## config.mk

```make
export PLATFORM = sky130hd
export DESIGN_NAME = hdmi_hb_mc_flat
export DESIGN_NICKNAME = d
export VERILOG_FILES = /design/src/rtl/hdmi_hb_pkg.sv /design/src/rtl/hdmi_hb_mc_if.sv /design/src/rtl/hdmi_hb_ch.sv /design/src/rtl/hdmi_hb_mc.sv /design/src/flat_wrapper.sv
export SDC_FILE = /design/constraint.sdc
export NUM_CORES = 1
export LEC_CHECK = 0
export CORE_ASPECT_RATIO = 1.2
export CORE_UTILIZATION = 50
export DETAILED_ROUTE_END_ITERATION = 10
export GPL_TIMING_DRIVEN = 0
export PLACE_DENSITY = 0.76
export SLEW_MARGIN = 40
export SYNTH_ARGS = -nofsm -noshare
export SYNTH_HDL_FRONTEND = slang
export SYNTH_HIERARCHICAL = 1
export SYNTH_SLANG_ARGS = --single-unit
```

## constraint.sdc

```tcl
create_clock -name link_clk -period 1.9 [get_ports link_clk]
set_input_delay 0.285 -clock link_clk [delete_from_list [all_inputs] [get_ports link_clk]]
set_output_delay 0.285 -clock link_clk [all_outputs]
set_load 0.05 [all_outputs]
```

## src/rtl/hdmi_hb_pkg.sv

```systemverilog
// Shared types and constants for the HDMI TX link heartbeat generator.
package hdmi_hb_pkg;

    localparam int unsigned LOSS_W = 8;
    localparam int unsigned TOG_W  = 8;

    typedef enum logic [1:0] {
        HB_DOWN = 2'd0,
        HB_UP   = 2'd1,
        HB_LOST = 2'd2
    } hb_state_e;

    // Fast half-period: floor(period/div), never below one cycle.
    function automatic int unsigned calc_fast_per(input int unsigned period,
                                                  input int unsigned div);
        int unsigned q;
        q = period / div;
        return (q < 1) ? 1 : q;
    endfunction

endpackage

```

## src/rtl/hdmi_hb_mc_if.sv

```systemverilog
// Link-status sideband stream, one beat lane per channel.
interface hdmi_hb_mc_if #(
    parameter int unsigned NUM_CH = 2
);
    logic [2*NUM_CH-1:0] tdata;
    logic [NUM_CH-1:0]   tvalid;
    logic [NUM_CH-1:0]   tready;

    modport master (output tdata, output tvalid, input tready);
    modport slave  (input tdata, input tvalid, output tready);
endinterface

```

## src/rtl/hdmi_hb_ch.sv

```systemverilog
// One heartbeat channel: link-ready capture, DOWN/UP/LOST FSM, blink counters, loss counter.
module hdmi_hb_ch
    import hdmi_hb_pkg::*;
#(
    parameter int unsigned CNT_W     = 24,
    parameter int unsigned HB_PERIOD = 10_000_000,
    parameter int unsigned FAST_DIV  = 4,
    parameter int unsigned LOST_HOLD = 8
) (
    input  logic              link_clk,
    input  logic              link_rst,
    input  logic              sb_rdy,
    input  logic              sb_tvalid,
    input  logic              sb_tready,
    output logic              hdmi_hb,
    output logic              link_up,
    output logic [LOSS_W-1:0] loss_cnt
);

    localparam int unsigned FAST_PER = calc_fast_per(HB_PERIOD, FAST_DIV);

    localparam logic [1:0] S_DOWN = HB_DOWN;
    localparam logic [1:0] S_UP   = HB_UP;
    localparam logic [1:0] S_LOST = HB_LOST;

    localparam logic [CNT_W-1:0] UP_LAST   = CNT_W'(HB_PERIOD - 1);
    localparam logic [CNT_W-1:0] FAST_LAST = CNT_W'(FAST_PER - 1);
    localparam logic [TOG_W-1:0] TOG_LAST  = TOG_W'(LOST_HOLD - 1);

    logic              rdy_q;
    logic [1:0]        state, nxt_state;
    logic [CNT_W-1:0]  cnt, nxt_cnt;
    logic [TOG_W-1:0]  tog, nxt_tog;
    logic              nxt_hb;
    logic              nxt_link_up;
    logic [LOSS_W-1:0] nxt_loss;

    // State and datapath registers; reset wins over any sideband beat.
    always_ff @(posedge link_clk) begin
        if (link_rst) begin
            rdy_q    <= 1'b0;
            state    <= S_DOWN;
            cnt      <= '0;
            tog      <= '0;
            hdmi_hb  <= 1'b0;
            link_up  <= 1'b0;
            loss_cnt <= '0;
        end else begin
            if (sb_tvalid && sb_tready) begin
                rdy_q <= sb_rdy;
            end
            state    <= nxt_state;
            cnt      <= nxt_cnt;
            tog      <= nxt_tog;
            hdmi_hb  <= nxt_hb;
            link_up  <= nxt_link_up;
            loss_cnt <= nxt_loss;
        end
    end

    // Next-state and blink logic; a returning link always beats LOST expiry.
    always_comb begin
        nxt_state = state;
        nxt_cnt   = cnt;
        nxt_tog   = tog;
        nxt_hb    = hdmi_hb;
        nxt_loss  = loss_cnt;
        case (state)
            S_DOWN: begin
                nxt_hb  = 1'b0;
                nxt_cnt = '0;
                if (rdy_q) begin
                    nxt_state = S_UP;
                end
            end
            S_UP: begin
                if (!rdy_q) begin
                    nxt_state = S_LOST;
                    nxt_cnt   = '0;
                    nxt_hb    = 1'b1;
                    nxt_tog   = '0;
                    if (loss_cnt != '1) begin
                        nxt_loss = loss_cnt + LOSS_W'(1);
                    end
                end else if (cnt == UP_LAST) begin
                    nxt_cnt = '0;
                    nxt_hb  = ~hdmi_hb;
                end else begin
                    nxt_cnt = cnt + CNT_W'(1);
                end
            end
            S_LOST: begin
                if (rdy_q) begin
                    nxt_state = S_UP;
                    nxt_cnt   = '0;
                    nxt_hb    = 1'b0;
                end else if (cnt == FAST_LAST) begin
                    nxt_cnt = '0;
                    nxt_tog = tog + TOG_W'(1);
                    if (tog == TOG_LAST) begin
                        nxt_state = S_DOWN;
                        nxt_hb    = 1'b0;
                    end else begin
                        nxt_hb = ~hdmi_hb;
                    end
                end else begin
                    nxt_cnt = cnt + CNT_W'(1);
                end
            end
            default: begin
                nxt_state = S_DOWN;
                nxt_cnt   = '0;
                nxt_hb    = 1'b0;
            end
        endcase
        nxt_link_up = (nxt_state == S_UP);
    end

endmodule

```

## src/rtl/hdmi_hb_mc.sv

```systemverilog
// Multi-channel link heartbeat generator: slices the sideband and replicates the channel.
module hdmi_hb_mc
    import hdmi_hb_pkg::*;
#(
    parameter int unsigned NUM_CH    = 2,
    parameter int unsigned CNT_W     = 24,
    parameter int unsigned HB_PERIOD = 10_000_000,
    parameter int unsigned FAST_DIV  = 4,
    parameter int unsigned LOST_HOLD = 8
) (
    input  logic                     link_clk,
    input  logic                     link_rst,
    hdmi_hb_mc_if.slave              status_sb,
    output logic [NUM_CH-1:0]        hdmi_hb,
    output logic [NUM_CH-1:0]        link_up,
    output logic [LOSS_W*NUM_CH-1:0] loss_cnt
);

    logic [NUM_CH-1:0] rsvd_unused;

    // Sideband is always accepted outside reset; registered so reset drops beats cleanly.
    always_ff @(posedge link_clk) begin
        if (link_rst) begin
            status_sb.tready <= '0;
        end else begin
            status_sb.tready <= '1;
        end
    end

    // One independent channel per lane.
    for (genvar i = 0; i < NUM_CH; i++) begin : g_ch
        assign rsvd_unused[i] = status_sb.tdata[2*i+1];

        hdmi_hb_ch #(
            .CNT_W     (CNT_W),
            .HB_PERIOD (HB_PERIOD),
            .FAST_DIV  (FAST_DIV),
            .LOST_HOLD (LOST_HOLD)
        ) u_ch (
            .link_clk  (link_clk),
            .link_rst  (link_rst),
            .sb_rdy    (status_sb.tdata[2*i]),
            .sb_tvalid (status_sb.tvalid[i]),
            .sb_tready (status_sb.tready[i]),
            .hdmi_hb   (hdmi_hb[i]),
            .link_up   (link_up[i]),
            .loss_cnt  (loss_cnt[LOSS_W*i +: LOSS_W])
        );
    end

endmodule

```

## src/flat_wrapper.sv

```systemverilog
// flat-port wrapper written by rule: the top's interface ports become plain ports
module hdmi_hb_mc_flat import hdmi_hb_pkg::*;
#(
    parameter int unsigned NUM_CH    = 2,
    parameter int unsigned CNT_W     = 24,
    parameter int unsigned HB_PERIOD = 10_000_000,
    parameter int unsigned FAST_DIV  = 4,
    parameter int unsigned LOST_HOLD = 8
)
  (link_clk, link_rst, hdmi_hb, link_up, loss_cnt, status_sb_tdata, status_sb_tvalid, status_sb_tready);
  hdmi_hb_mc_if #(.NUM_CH(NUM_CH)) status_sb_i ();
  input  logic link_clk;
  input  logic link_rst;
  output logic [NUM_CH-1:0] hdmi_hb;
  output logic [NUM_CH-1:0] link_up;
  output logic [LOSS_W*NUM_CH-1:0] loss_cnt;
  input wire logic [$bits(status_sb_i.tdata)-1:0] status_sb_tdata;
  input wire logic [$bits(status_sb_i.tvalid)-1:0] status_sb_tvalid;
  output wire logic [$bits(status_sb_i.tready)-1:0] status_sb_tready;
  assign status_sb_i.tdata = status_sb_tdata;
  assign status_sb_i.tvalid = status_sb_tvalid;
  assign status_sb_tready = status_sb_i.tready;
  hdmi_hb_mc #(.NUM_CH(NUM_CH), .CNT_W(CNT_W), .HB_PERIOD(HB_PERIOD), .FAST_DIV(FAST_DIV), .LOST_HOLD(LOST_HOLD)) u_core (.link_clk(link_clk), .link_rst(link_rst), .status_sb(status_sb_i), .hdmi_hb(hdmi_hb), .link_up(link_up), .loss_cnt(loss_cnt));
endmodule
```

==> metrics.txt <==
Yosys cell types 44; CTS Buffer Depth 2; total internal power between 0.002 and 0.003 W; Max Fanout on Critical Path 5; initial core utilization 0.5143; drt total wl 10620 um; Clock Tree Root clkbuf_8; PwrDens around 600 nW/um2; register area share after synthesis 0.3921; vias per cell roughly 5.7; Vias 4168; fin crit period 2.158 ns; vias in the first global route 3869; Fill cells 743; initial antenna violation count 0; row cnt 38; Reg area 1874 um2; final hold slack 0.4504 ns; setup TNS -7.541 ns; multi-input logic area slightly below 3000 um2; failing checks negative setup slack; cell area after synthesis about 4600 um2; clock latency on the worst-skew pair 0.37 ns; fraction of layout cells with a size suffix above 1 0.2062; max_slew headroom 0.6094; Setup-failing EPs final 63; unrepaired setup endpoints after global routing yes; HP Class reg2reg; antenna cells 0; Synth Instances roughly 550; Post-synth EDFFs 0; crit path launch type flip-flop; critical path type reg2reg; ranking of synthesized cells by area dfxtp_1 39%, xor2_1 6.0%, nor2_1 5.8%; Final ANT Viol Nets 0; Pre-antenna DRT Iters 4; Residual DRC 0; die extent in x about 90 um; FF-to-FF path depth 6; syn_nets 569; Lkg Pwr 2.103 nW; skew final 0.01012 ns; area share of the largest cell type after synthesis 0.3921; pin count of the biggest net entering global routing 18; CTS tree yes; period utilization 1.136; Starting DRT DRC Count 307; crit path capture type flip-flop; Commonest cells post-synth 91 x dfxtp_1, 72 x nor2_1, 38 x nand2_1; wire per inst roughly 15 um; Global Route Usage Sum 0.2228; Seq cells post-synth 91; global route total overflow 0; NetSw 0.0008894 W; layout overhead on the synthesized area 23.78%; register share of total power 0.549; Worst-path clk slew 0.09 ns; Final #Nets 629; Core Region between 9000 and 10000 um2; outcome complete, but fails checks; number of hold violations in the final report 0; Pins Over Slew Limit 0; CTS Buf Count 9; die height between 100 and 150 um; WP data required roughly 2.2 ns; # IOs 30; clock net sink count between 90 and 100; MaxCap Viol Count 0; Hold Crit Depth 1; PnR worst setup slack -0.2580 ns; Comb power frac 0.078; die area 9683 um2; dpl hpwl 6964 um; area leader, netlist dfxtp_1; Ys Warns 6; Arr. time, crit path 2.46 ns; Sw Share 0.2531; clock share of power 0.373; maximum VDD drop 369.2 uV; maximum clock frequency 463.4 MHz; Max H-tree Level 3; global-route wire length before repair between 15000 and 20000 um; main flop type after synthesis dfxtp_1; most common cell in the netlist dfxtp_1; Syn Area/Cell 8.493 um2; Placement Setup Slack -0.3464 ns; asr flop ratio synth 0; routability cong. slightly above 0.8; worst-margin pin slew 0.5840 ns; IO Port Bufs 27
cells by family (layout without fill, tap and decap cells):
| kind of cell | after synthesis | count (layout) | synth area share |
|---|---|---|---|
| flops | 91 | 91 | 0.3921 |
| mux | 4 | 4 | 0.008619 |
| compound gates | 92 | 92 | 0.1163 |
| buf+inv | 36 | 100 | 0.03744 |
| simple gates | 260 | 260 | 0.3135 |
| fa+ha+maj | 14 | 14 | 0.03771 |
| xor+xnor | 50 | 50 | 0.09426 |
critical path, stage by stage (launching register included):
cell and delay, ns:
dfxtp_4 0.37, or4b_4 0.54, nor4_4 0.24, a41oi_2 0.22
buf_6 0.18, or4_4 0.41, a21oi_2 0.12
layout make-up:
class | count | area share
Multi-Input combinational cell | 420 | 0.5033
Sequential cell | 91 | 0.3259
Timing Repair Buffer | 51 | 0.08050
Tap cell | 120 | 0.02611
Clock buffer | 9 | 0.02154
Buffer | 17 | 0.02002
Clock inverter | 6 | 0.01153
Inverter | 17 | 0.01110
path summary, 6_finish.rpt:
check | from | slack, ns | to
min reg2reg | u_core/g_ch[1].u_ch/cnt[0] | 0.45 | u_core/g_ch[1].u_ch/cnt[0]
max | u_core/g_ch[1].u_ch/cnt[12] | -0.26 | u_core/g_ch[1].u_ch/tog[7]
max reg2reg | u_core/g_ch[1].u_ch/cnt[12] | -0.26 | u_core/g_ch[1].u_ch/tog[7]
min | u_core/g_ch[1].u_ch/cnt[0] | 0.45 | u_core/g_ch[1].u_ch/cnt[0]
per-stage QoR:
stage          total power (W)  instance area [um2]    util  cells
5_1_grt               0.003648                 5751  0.6366    731
4_1_cts               0.003540                 5648  0.6252    728
2_1_floorplan         0.002154                 4693       -    547
6_report              0.003514                 5751  0.6366    731
3_3_place_gp          0.002217                 5114  0.5661    694
3_5_place_dp          0.002226                 5114  0.5661    694
registers in the layout, summed over array words and instances (netlist names):
name	flops
u_core/g_ch.u_ch/state	4
u_core/g_ch.u_ch/rdy_q	2
u_core/status_sb.tready	1
u_core/g_ch.u_ch/loss_cnt	16
u_core/g_ch.u_ch/hdmi_hb	2
u_core/g_ch.u_ch/cnt	48
u_core/g_ch.u_ch/link_up	2
u_core/g_ch.u_ch/tog	16
power by group through the flow:
| stage | sequential [W] | clock [W] | combinational (W) |
|---|---|---|---|
| CTS | 0.00193 | 0.00134 | 0.000263 |
| finish | 0.00193 | 0.00131 | 0.000274 |
| detailed placement | 0.00198 | 0 | 0.000242 |
| global route | 0.00193 | 0.00142 | 0.000298 |
| global placement | 0.00198 | 0 | 0.000234 |
| floorplan | 0.00201 | 0 | 0.000145 |
cells in the final DEF (no fill, tap or decap), types with 9 or more instances in the layout:
| cell type | count |
|---|---|
| nor2_1 | 72 |
| dfxtp_1 | 65 |
| nand2_1 | 38 |
| a21oi_1 | 34 |
| xor2_1 | 32 |
| nand3_1 | 26 |
| o21ai_0 | 26 |
| nand4_1 | 22 |
| xnor2_1 | 18 |
| dfxtp_2 | 18 |
| inv_1 | 17 |
| buf_4 | 16 |
| or3_1 | 14 |
| clkdlybuf4s50_1 | 12 |
| buf_6 | 11 |
| ha_1 | 11 |
| or4_1 | 10 |
| nor3_1 | 10 |
| clkbuf_8 | 9 |
| dlygate4sd2_1 | 9 |
repair_timing:
item,in CTS,in global routing
resized for setup,73,28
endpoints found under the setup margin,74,77
gates cloned,5,1
buffers inserted,16,2
pin swaps,21,10
hold buffers,0,0
routing by layer:
metal	GRT usage	part of all wire	vias up
li1	-	-	2072
met5	0	0	-
met4	0.08410	0.016	0
met3	0.04167	0.033	15
met2	0.3940	0.50	76
met1	0.2695	0.45	2005
Note: power is estimated with default switching activity, not from simulation.
